## src/rtl/lap_recorder.sv

```systemverilog
// Lap memory for a BCD stopwatch: stores up to DEPTH split times in a circular
// buffer and lets the user step back through them, newest first.
module lap_recorder #(
    parameter int DEPTH = 8
) (
    input  logic        clk,
    input  logic        rst,
    input  logic [7:0]  min_in,
    input  logic [7:0]  sec_in,
    input  logic        cnt_en,
    input  logic        lap_pulse,
    input  logic        view_pulse,
    input  logic        clr_pulse,
    output logic [15:0] display,
    output logic [3:0]  lap_count,
    output logic [2:0]  view_idx,
    output logic        recall,
    output logic        full
);

    typedef enum logic {
        LIVE,
        RECALL
    } state_e;

    localparam logic [2:0] PTR_MAX = 3'(DEPTH - 1);
    localparam logic [3:0] CNT_MAX = 4'(DEPTH);

    state_e      state_q, state_d;
    logic [2:0]  wr_ptr_q, wr_ptr_d;
    logic [3:0]  lap_count_q, lap_count_d;
    logic [2:0]  view_idx_q, view_idx_d;
    logic [15:0] display_q, display_d;
    logic [15:0] mem_q [DEPTH];

    logic        wr_en;
    logic [15:0] live_val;
    logic [3:0]  rd_sum;
    logic [2:0]  rd_idx;

    always_comb begin
        live_val    = {min_in, sec_in};
        state_d     = state_q;
        wr_ptr_d    = wr_ptr_q;
        lap_count_d = lap_count_q;
        view_idx_d  = view_idx_q;
        wr_en       = 1'b0;

        if (clr_pulse) begin
            state_d     = LIVE;
            wr_ptr_d    = '0;
            lap_count_d = '0;
            view_idx_d  = '0;
        end else if (state_q == LIVE) begin
            // A lap request while stopped is void, so it does not mask a view request.
            if (lap_pulse && cnt_en) begin
                wr_en    = 1'b1;
                wr_ptr_d = (wr_ptr_q == PTR_MAX) ? '0 : wr_ptr_q + 3'd1;
                if (lap_count_q != CNT_MAX) begin
                    lap_count_d = lap_count_q + 4'd1;
                end
            end else if (view_pulse && (lap_count_q != '0)) begin
                state_d    = RECALL;
                view_idx_d = '0;
            end
        end else begin
            if (lap_pulse) begin
                state_d    = LIVE;
                view_idx_d = '0;
            end else if (view_pulse) begin
                if ({1'b0, view_idx_q} == (lap_count_q - 4'd1)) begin
                    state_d    = LIVE;
                    view_idx_d = '0;
                end else begin
                    view_idx_d = view_idx_q + 3'd1;
                end
            end
        end
    end

    // Display follows the next-state view so recall and data change on the same edge.
    always_comb begin
        rd_sum = {1'b0, wr_ptr_d} + CNT_MAX - 4'd1 - {1'b0, view_idx_d};
        rd_idx = (rd_sum >= CNT_MAX) ? 3'(rd_sum - CNT_MAX) : rd_sum[2:0];
        display_d = (state_d == RECALL) ? mem_q[rd_idx] : live_val;
    end

    always_ff @(posedge clk) begin
        if (rst) begin
            state_q     <= LIVE;
            wr_ptr_q    <= '0;
            lap_count_q <= '0;
            view_idx_q  <= '0;
            display_q   <= '0;
        end else begin
            state_q     <= state_d;
            wr_ptr_q    <= wr_ptr_d;
            lap_count_q <= lap_count_d;
            view_idx_q  <= view_idx_d;
            display_q   <= display_d;
        end
    end

    always_ff @(posedge clk) begin
        if (wr_en && !rst) begin
            mem_q[wr_ptr_q] <= live_val;
        end
    end

    assign display   = display_q;
    assign lap_count = lap_count_q;
    assign view_idx  = view_idx_q;
    assign recall    = (state_q == RECALL);
    assign full      = (lap_count_q == CNT_MAX);

endmodule

```

## config.mk

```make
export PLATFORM = sky130hd
export DESIGN_NAME = lap_recorder
export DESIGN_NICKNAME = d
export VERILOG_FILES = /design/src/rtl/lap_recorder.sv
export SDC_FILE = /design/constraint.sdc
export NUM_CORES = 1
export LEC_CHECK = 0
export ABC_CLOCK_PERIOD_IN_PS = 8900
export CORE_MARGIN = 3
export CORE_UTILIZATION = 47
export CTS_CLUSTER_DIAMETER = 120
export CTS_CLUSTER_SIZE = 30
export DETAILED_ROUTE_END_ITERATION = 6
export PLACE_DENSITY = 0.76
export SLEW_MARGIN = 20
export SYNTH_ARGS = -nofsm -noshare
export SYNTH_HDL_FRONTEND = slang
export SYNTH_SLANG_ARGS = --single-unit
```

## constraint.sdc

```tcl
create_clock -name clk -period 8.9 [get_ports clk]
set_clock_uncertainty 0.2 [all_clocks]
set_input_delay 1.78 -clock clk [delete_from_list [all_inputs] [get_ports clk]]
set_output_delay 1.78 -clock clk [all_outputs]
set_load 0.005 [all_outputs]
```

==> flow_summary_export.csv, run 1 <==
group,metric,value,unit
layout,diodes,0,
setup_path,worst_ep_arrival_time,5510,ps
sta,fin_setup_tns,0,ps
clocking,clock_latency,410,ps
synthesis,synth_cell_types,39,
synthesis,syn_area,0.006252,mm^2
layout,multiInputGateArea,0.001718,mm^2
sta,maxClockFrequency,0.1864,GHz
grt,grt_pass1_vias,3715,
layout,layout.nets,467,
clocking,path_clk_slew,60,ps
place,gp_congestion,0.8333,
setup_path,critPathRequiredTime,9050,ps
drt,ant_nets,0,
synthesis,synth-async-reset-ratio,0,%
synthesis,avgSynthCellArea,16.41,um^2
clocking,cts-resized-gates,0,
flow_run,cap_violations,0,
sta,slew_violations,0,
floorplanning,coreArea,0.01282,mm^2
status,outcome,"finished, final reports clean",
layout,stdcell_count,622,
grt,grtUsageTotal,18.91,%
drt,drt-wirelength-per-cell,20.50,um
clocking,cts_num_sinks,155,
floorplanning,fp-row-count,41,
synthesis,syn_inst,381,
sta,tightest_slew,1081,ps
clocking,cts_buffers,17,
synthesis,yosys_register_bits,155,
layout,fillers,990,
sta,setup_viol,0,
place,dpl.hpwl,7814,um
grt,grt_max_degree,49,
clocking,clock_path_buffers,2,
pwr,ir_drop,0.1613,mV
synthesis,ys_seq_area_share,70.12,%
pwr,leakage,0.002573,uW
drt,drtPass1Iterations,5,
synthesis,ys.flop_type,"edfxtp_1",
drt,first_iter_violations,298,
sta,min_period,5364,ps
grt,antenna_found_initial,0,
grt,overflow,0,
sta,fin_crit_sh,60.27,%
clocking,cts_root_buf,"clkbuf_16",
place,io_buffer_count,46,
setup_path,cp-start-kind,"input pin",
setup_path,crit_fanout,17,
place,dp.cells,590,
synthesis,ys.warnings.count,0,
layout,drive_above_1_share,18.67,%
grt,grt_pass1_wl,20480,um
floorplanning,fp.dieW,121.3,um
setup_path,endpoint_kind,"register",
drt,vias_per_cell,5.706,
drt,vias,3549,
floorplanning,initial_core_util,48.75,%
sta,finalHoldViolations,0,
pwr,powerDensity,211.4,mW/mm^2
drt,drc,0,
drt,drt_wl_total,12750,um
sta,timing.final.ws_setup,3536,ps
clocking,ctsHtreeMaxLevel,4,
sta,slew_headroom,27.67,%
layout,regArea,0.004384,mm^2
layout,area_delta_synth_final,20.63,%
floorplanning,die_area,0.01472,mm^2
clocking,postCtsSetupBuffers,0,
floorplanning,io_pins,47,
sta,grt_setup_unrepaired,"false",
clocking,cts_tree,"built",
clocking,ctsHoldBuffers,0,
synthesis,synth_edf_count,128,
floorplanning,fp.dieH,121.3,um
synthesis,synth_nets,411,
sta,finalHoldWorstSlack,371.7,ps
hold_path,hold_path.class,"register to register",
setup_path,critical_path_class,"input pin to register",
place,post-place-ws,3156,ps
==> final cells by class <==
cell class	instances	area share [%]
well taps	172	2.853
flip-flops and latches	155	58.13
clock inverters	10	1.958
multi-input cells	184	22.78
repair buffers	59	7.399
clock buffers	22	5.889
inverters	20	0.9954
==> where the power goes <==
group / switching [uW] / internal [uW] / total [uW] / leakage [uW]
sequential: 3.21 / 791 / 794 / 0.00137
combinational: 39.3 / 38.9 / 78.2 / 0.000909
clock: 257 / 465 / 722 / 0.000291
==> synthesized netlist by cell type (all sizes together), types with 2 or more instances <==
cell,n,area (um^2)
or3b,2,17.52
o21ai,18,90.09
o21a,3,22.52
mux4,32,720.7
nand2,8,30.03
ha,7,87.58
xor2,4,35.03
clkbuf,18,67.56
buf,4,41.28
and3b,2,18.77
nor2,36,135.1
xnor2,2,17.52
o311a,16,160.2
nand3,2,10.01
or3,2,12.51
dfxtp,27,540.5
nor4,2,18.77
or2,5,31.28
inv,20,75.07
edfxtp,128,3844
nand2b,3,18.77
a21oi,18,90.09
mux2i,3,30.03
nor3,9,45.04
==> flip-flops by register name, indices dropped and copies added, names as in the netlist <==
signal,flops
lap_count,4
display,16
recall,1
wr_ptr_q,3
mem_q,128
view_idx,3
==> critical path, cell delays in order <==
cell,delay [ps]
clkdlybuf4s50_1,430
nand2b_1,190
nor4_1,530
or2_2,230
nand2_1,50
o21ai_0,200
nand2_1,100
ha_2,180
fa_1,410
nor4_2,270
buf_4,250
or2_1,620
o311a_1,260
==> metrics by stage <==
stage	utilization (%)	instance area, um^2	total power (uW)
after floorplan	-	6252	851.1
after global placement	54.14	6943	885.2
after detailed placement	54.14	6943	887.8
after CTS	58.75	7535	1607
after global routing	58.81	7542	1645
final	58.81	7542	1594
==> cells in the final DEF, fill, tap and decap left out, types with 4 or more instances in the layout <==
master,n
nor2_1,33
inv_1,20
clkbuf_1,5
clkinv_2,4
edfxtp_1,128
xor2_1,4
nand2_1,8
o311a_1,16
buf_4,13
a21oi_1,18
or2_2,4
dfxtp_1,27
clkdlybuf4s50_1,46
bufinv_16,4
clkbuf_16,17
nor3_1,7
ha_1,6
o21ai_0,18
mux4_2,32
==> routing by layer <==
metal / track usage, % / up-vias / wire length (um)
li1: - / 1597 / -
met1: 25.81 / 1809 / 5287
met2: 29.57 / 126 / 6399
met3: 4.569 / 17 / 824
met4: 7.353 / 0 / 238
met5: 0 / - / 0
==> final timing paths <==
kind	start	endpoint	slack, ps	cells past startpoint
worst max-delay path	lap_pulse	display[9]	3540	13
worst min-delay path	lap_count[3]	lap_count[3]	370	2
worst max register to register	lap_count[0]	display[9]	4320	15
worst min register to register	lap_count[3]	lap_count[3]	370	2
==> cells by family (layout without fill, tap and decap cells) <==
logic type                 count (synthesis)  count (layout)  share of synthesized area, %
AOI/OAI and AO/OA                         62              62                         6.764
xor gates and xnor gates                   6               6                        0.8405
adders and majority gates                  8               8                         1.721
buffers and inverters                     42             111                         2.942
DFF                                      155             155                         70.12
muxes                                     35              35                         12.01
and+or+nand+nor                           73              73                         5.604
Note: power is estimated with default switching activity, not from simulation.
==> run 2, diff against run 1 <==
- ABC_CLOCK_PERIOD_IN_PS: 8900 -> 4970
- clock period: 8.9 -> 4.97 ns (I/O delays scaled with it)
==> run 2 against run 1 <==
Compared with the run above: power is 66% higher; setup slack got worse by 2900 ps; highest routed layer unchanged; clock power grew 51%; die area unchanged; largest cell class unchanged; sequential power increased by 79%; first-iteration DRC count increased by 10%; combinational power up 88%.
==> flow_summary_export.csv, run 2 (same netlist as run 1, synthesis figures left out) <==
group,metric,value,unit
floorplanning,coreArea,0.01282,mm^2
clocking,cts_root_buf,"clkbuf_16",
grt,met1_usage,24.00,%
floorplanning,fp.dieH,121.3,um
setup_path,worst_ep_arrival_time,4470,ps
place,post-place-ws,195.2,ps
flow_run,cap_violations,0,
setup_path,crit_fanout,32,
clocking,cts_buffers,17,
setup_path,cpPeakStageDelay,600,ps
drt,drt_wl_total,12290,um
layout,drive_above_1_share,17.76,%
layout,layout_common_cells,"128 x edfxtp_1, 46 x clkdlybuf4s50_1, 36 x nor2_1, 32 x mux4_2, 27 x dfxtp_1",
layout,largest_reg_flops,128,
layout,area_delta_synth_final,20.25,%
grt,overflow,0,
pwr,switching_power,524.6,uW
floorplanning,die_area,0.01472,mm^2
clocking,clock_path_buffers,2,
drt,vias_per_cell,5.618,
floorplanning,initial_core_util,48.75,%
sta,tightest_slew,936.0,ps
sta,slew_violations,0,
grt,antenna_found_initial,0,
grt,busiest_layer,"met2",
place,io_buffer_count,46,
grt,grt_util_met3,4.429,%
grt,gr-usage-met2,28.36,%
sta,slew_headroom,37.37,%
sta,maxClockFrequency,0.2289,GHz
drt,ant_nets,0,
sta,grt_setup_unrepaired,"false",
setup_path,critPathRequiredTime,5070,ps
grt,grtUsageTotal,18.05,%
clocking,path_clk_slew,50,ps
drt,first_iter_violations,328,
sta,finalHoldViolations,0,
layout,layout.nets,473,
grt,grt_max_degree,49,
place,dp.cells,596,
setup_path,path_cells,"clkdlybuf4s50_1, nand2b_1, nor4_1, or2_2, nand2_1, o21ai_0, nand2_1, ha_2, fa_1, buf_12, mux4_2, nor2_1, o21ai_0, o311a_1",
layout,diodes,0,
layout,regMostFlops,"mem_q",
clocking,cts_tree,"built",
clocking,postCtsSetupBuffers,0,
pwr,switching_share,19.76,%
drt,drtPass1Iterations,4,
drt,drc,0,
grt,grt_pass1_wl,19600,um
pwr,powerDensity,353.0,mW/mm^2
clocking,cts_num_sinks,155,
floorplanning,fp.dieW,121.3,um
sta,fin_crit_sh,87.90,%
sta,fin_setup_tns,0,ps
clocking,cts-resized-gates,0,
pwr,pwr-share-comb,5.5,%
setup_path,critical_path_class,"input pin to register",
sta,setup_viol,0,
floorplanning,io_pins,47,
status,outcome,"finished, final reports clean",
setup_path,crit_slowest_cell,"nor4_1",
place,gp_congestion,0.8293,
setup_path,cp-start-kind,"input pin",
hold_path,hold_path.class,"register to register",
place,dpl.hpwl,7343,um
drt,drt-wirelength-per-cell,19.57,um
clocking,ctsHtreeMaxLevel,4,
pwr,ir_drop,0.2765,mV
pwr,intPower,2130,uW
grt,grt_pass1_vias,3704,
drt,vias,3528,
floorplanning,fp-row-count,41,
layout,stdcell_count,628,
pwr,leakage,0.002568,uW
layout,layout_commonest_cell,"edfxtp_1",
clocking,clock_latency,420,ps
setup_path,endpoint_kind,"register",
sta,timing.final.ws_setup,601.6,ps
layout,utilization,58.62,%
sta,min_period,4368,ps
pwr,clock_power_share,40.9,%
pwr,power.total,2654,uW
clocking,ctsHoldBuffers,0,
pwr,seqPwrFrac,53.5,%
==> run 2: cell type report <==
class	count	area, um^2
clock buffer	25	465.4
clock inverter	7	27.53
fill	991	5306
inverter	20	75.07
multi-input combinational	184	1710
sequential	155	4384
tap	172	215.2
timing repair buffer	65	640.6
==> run 2: worst paths after layout <==
path | slack, ps | from | end | cells past startpoint
setup / recovery | 600 | lap_pulse | display[4] | 14
hold / removal | 360 | lap_count[3] | lap_count[3] | 2
setup reg to reg | 640 | lap_count[0] | display[4] | 16
hold reg to reg | 360 | lap_count[3] | lap_count[3] | 2
==> run 2: per-layer routing <==
| metal | share of wire (%) | vias to the layer above | routed length (um) |
|---|---|---|---|
| li1 | - | 1609 | - |
| met1 | 43 | 1783 | 5343 |
| met2 | 48 | 108 | 5954 |
| met3 | 5.4 | 28 | 666 |
| met4 | 2.6 | 0 | 323 |
| met5 | 0 | - | 0 |
==> run 2: power groups by stage <==
stage	clock [uW]	combinational, uW	sequential (uW)
3_5_place_dp	0	146	1450
5_1_grt	1160	160	1420
4_1_cts	1110	148	1420
3_3_place_gp	0	144	1450
6_report	1090	147	1420
2_1_floorplan	0	75.7	1450
==> run 2: through the flow <==
stage	area, um^2	hold WS, ps
after floorplan	6252	315.2
after global placement	7025	330.9
after detailed placement	7025	354.7
after CTS	7518	360.4
after global routing	7518	415.9
final	7518	358.8
==> run 2: critical path, delay by kind of cell <==
family / cells / cell delay [ps]
fa+ha+maj: 2 / 710
buf+inv: 2 / 670
simple gates: 6 / 1270
mux: 1 / 330
compound gates: 3 / 460
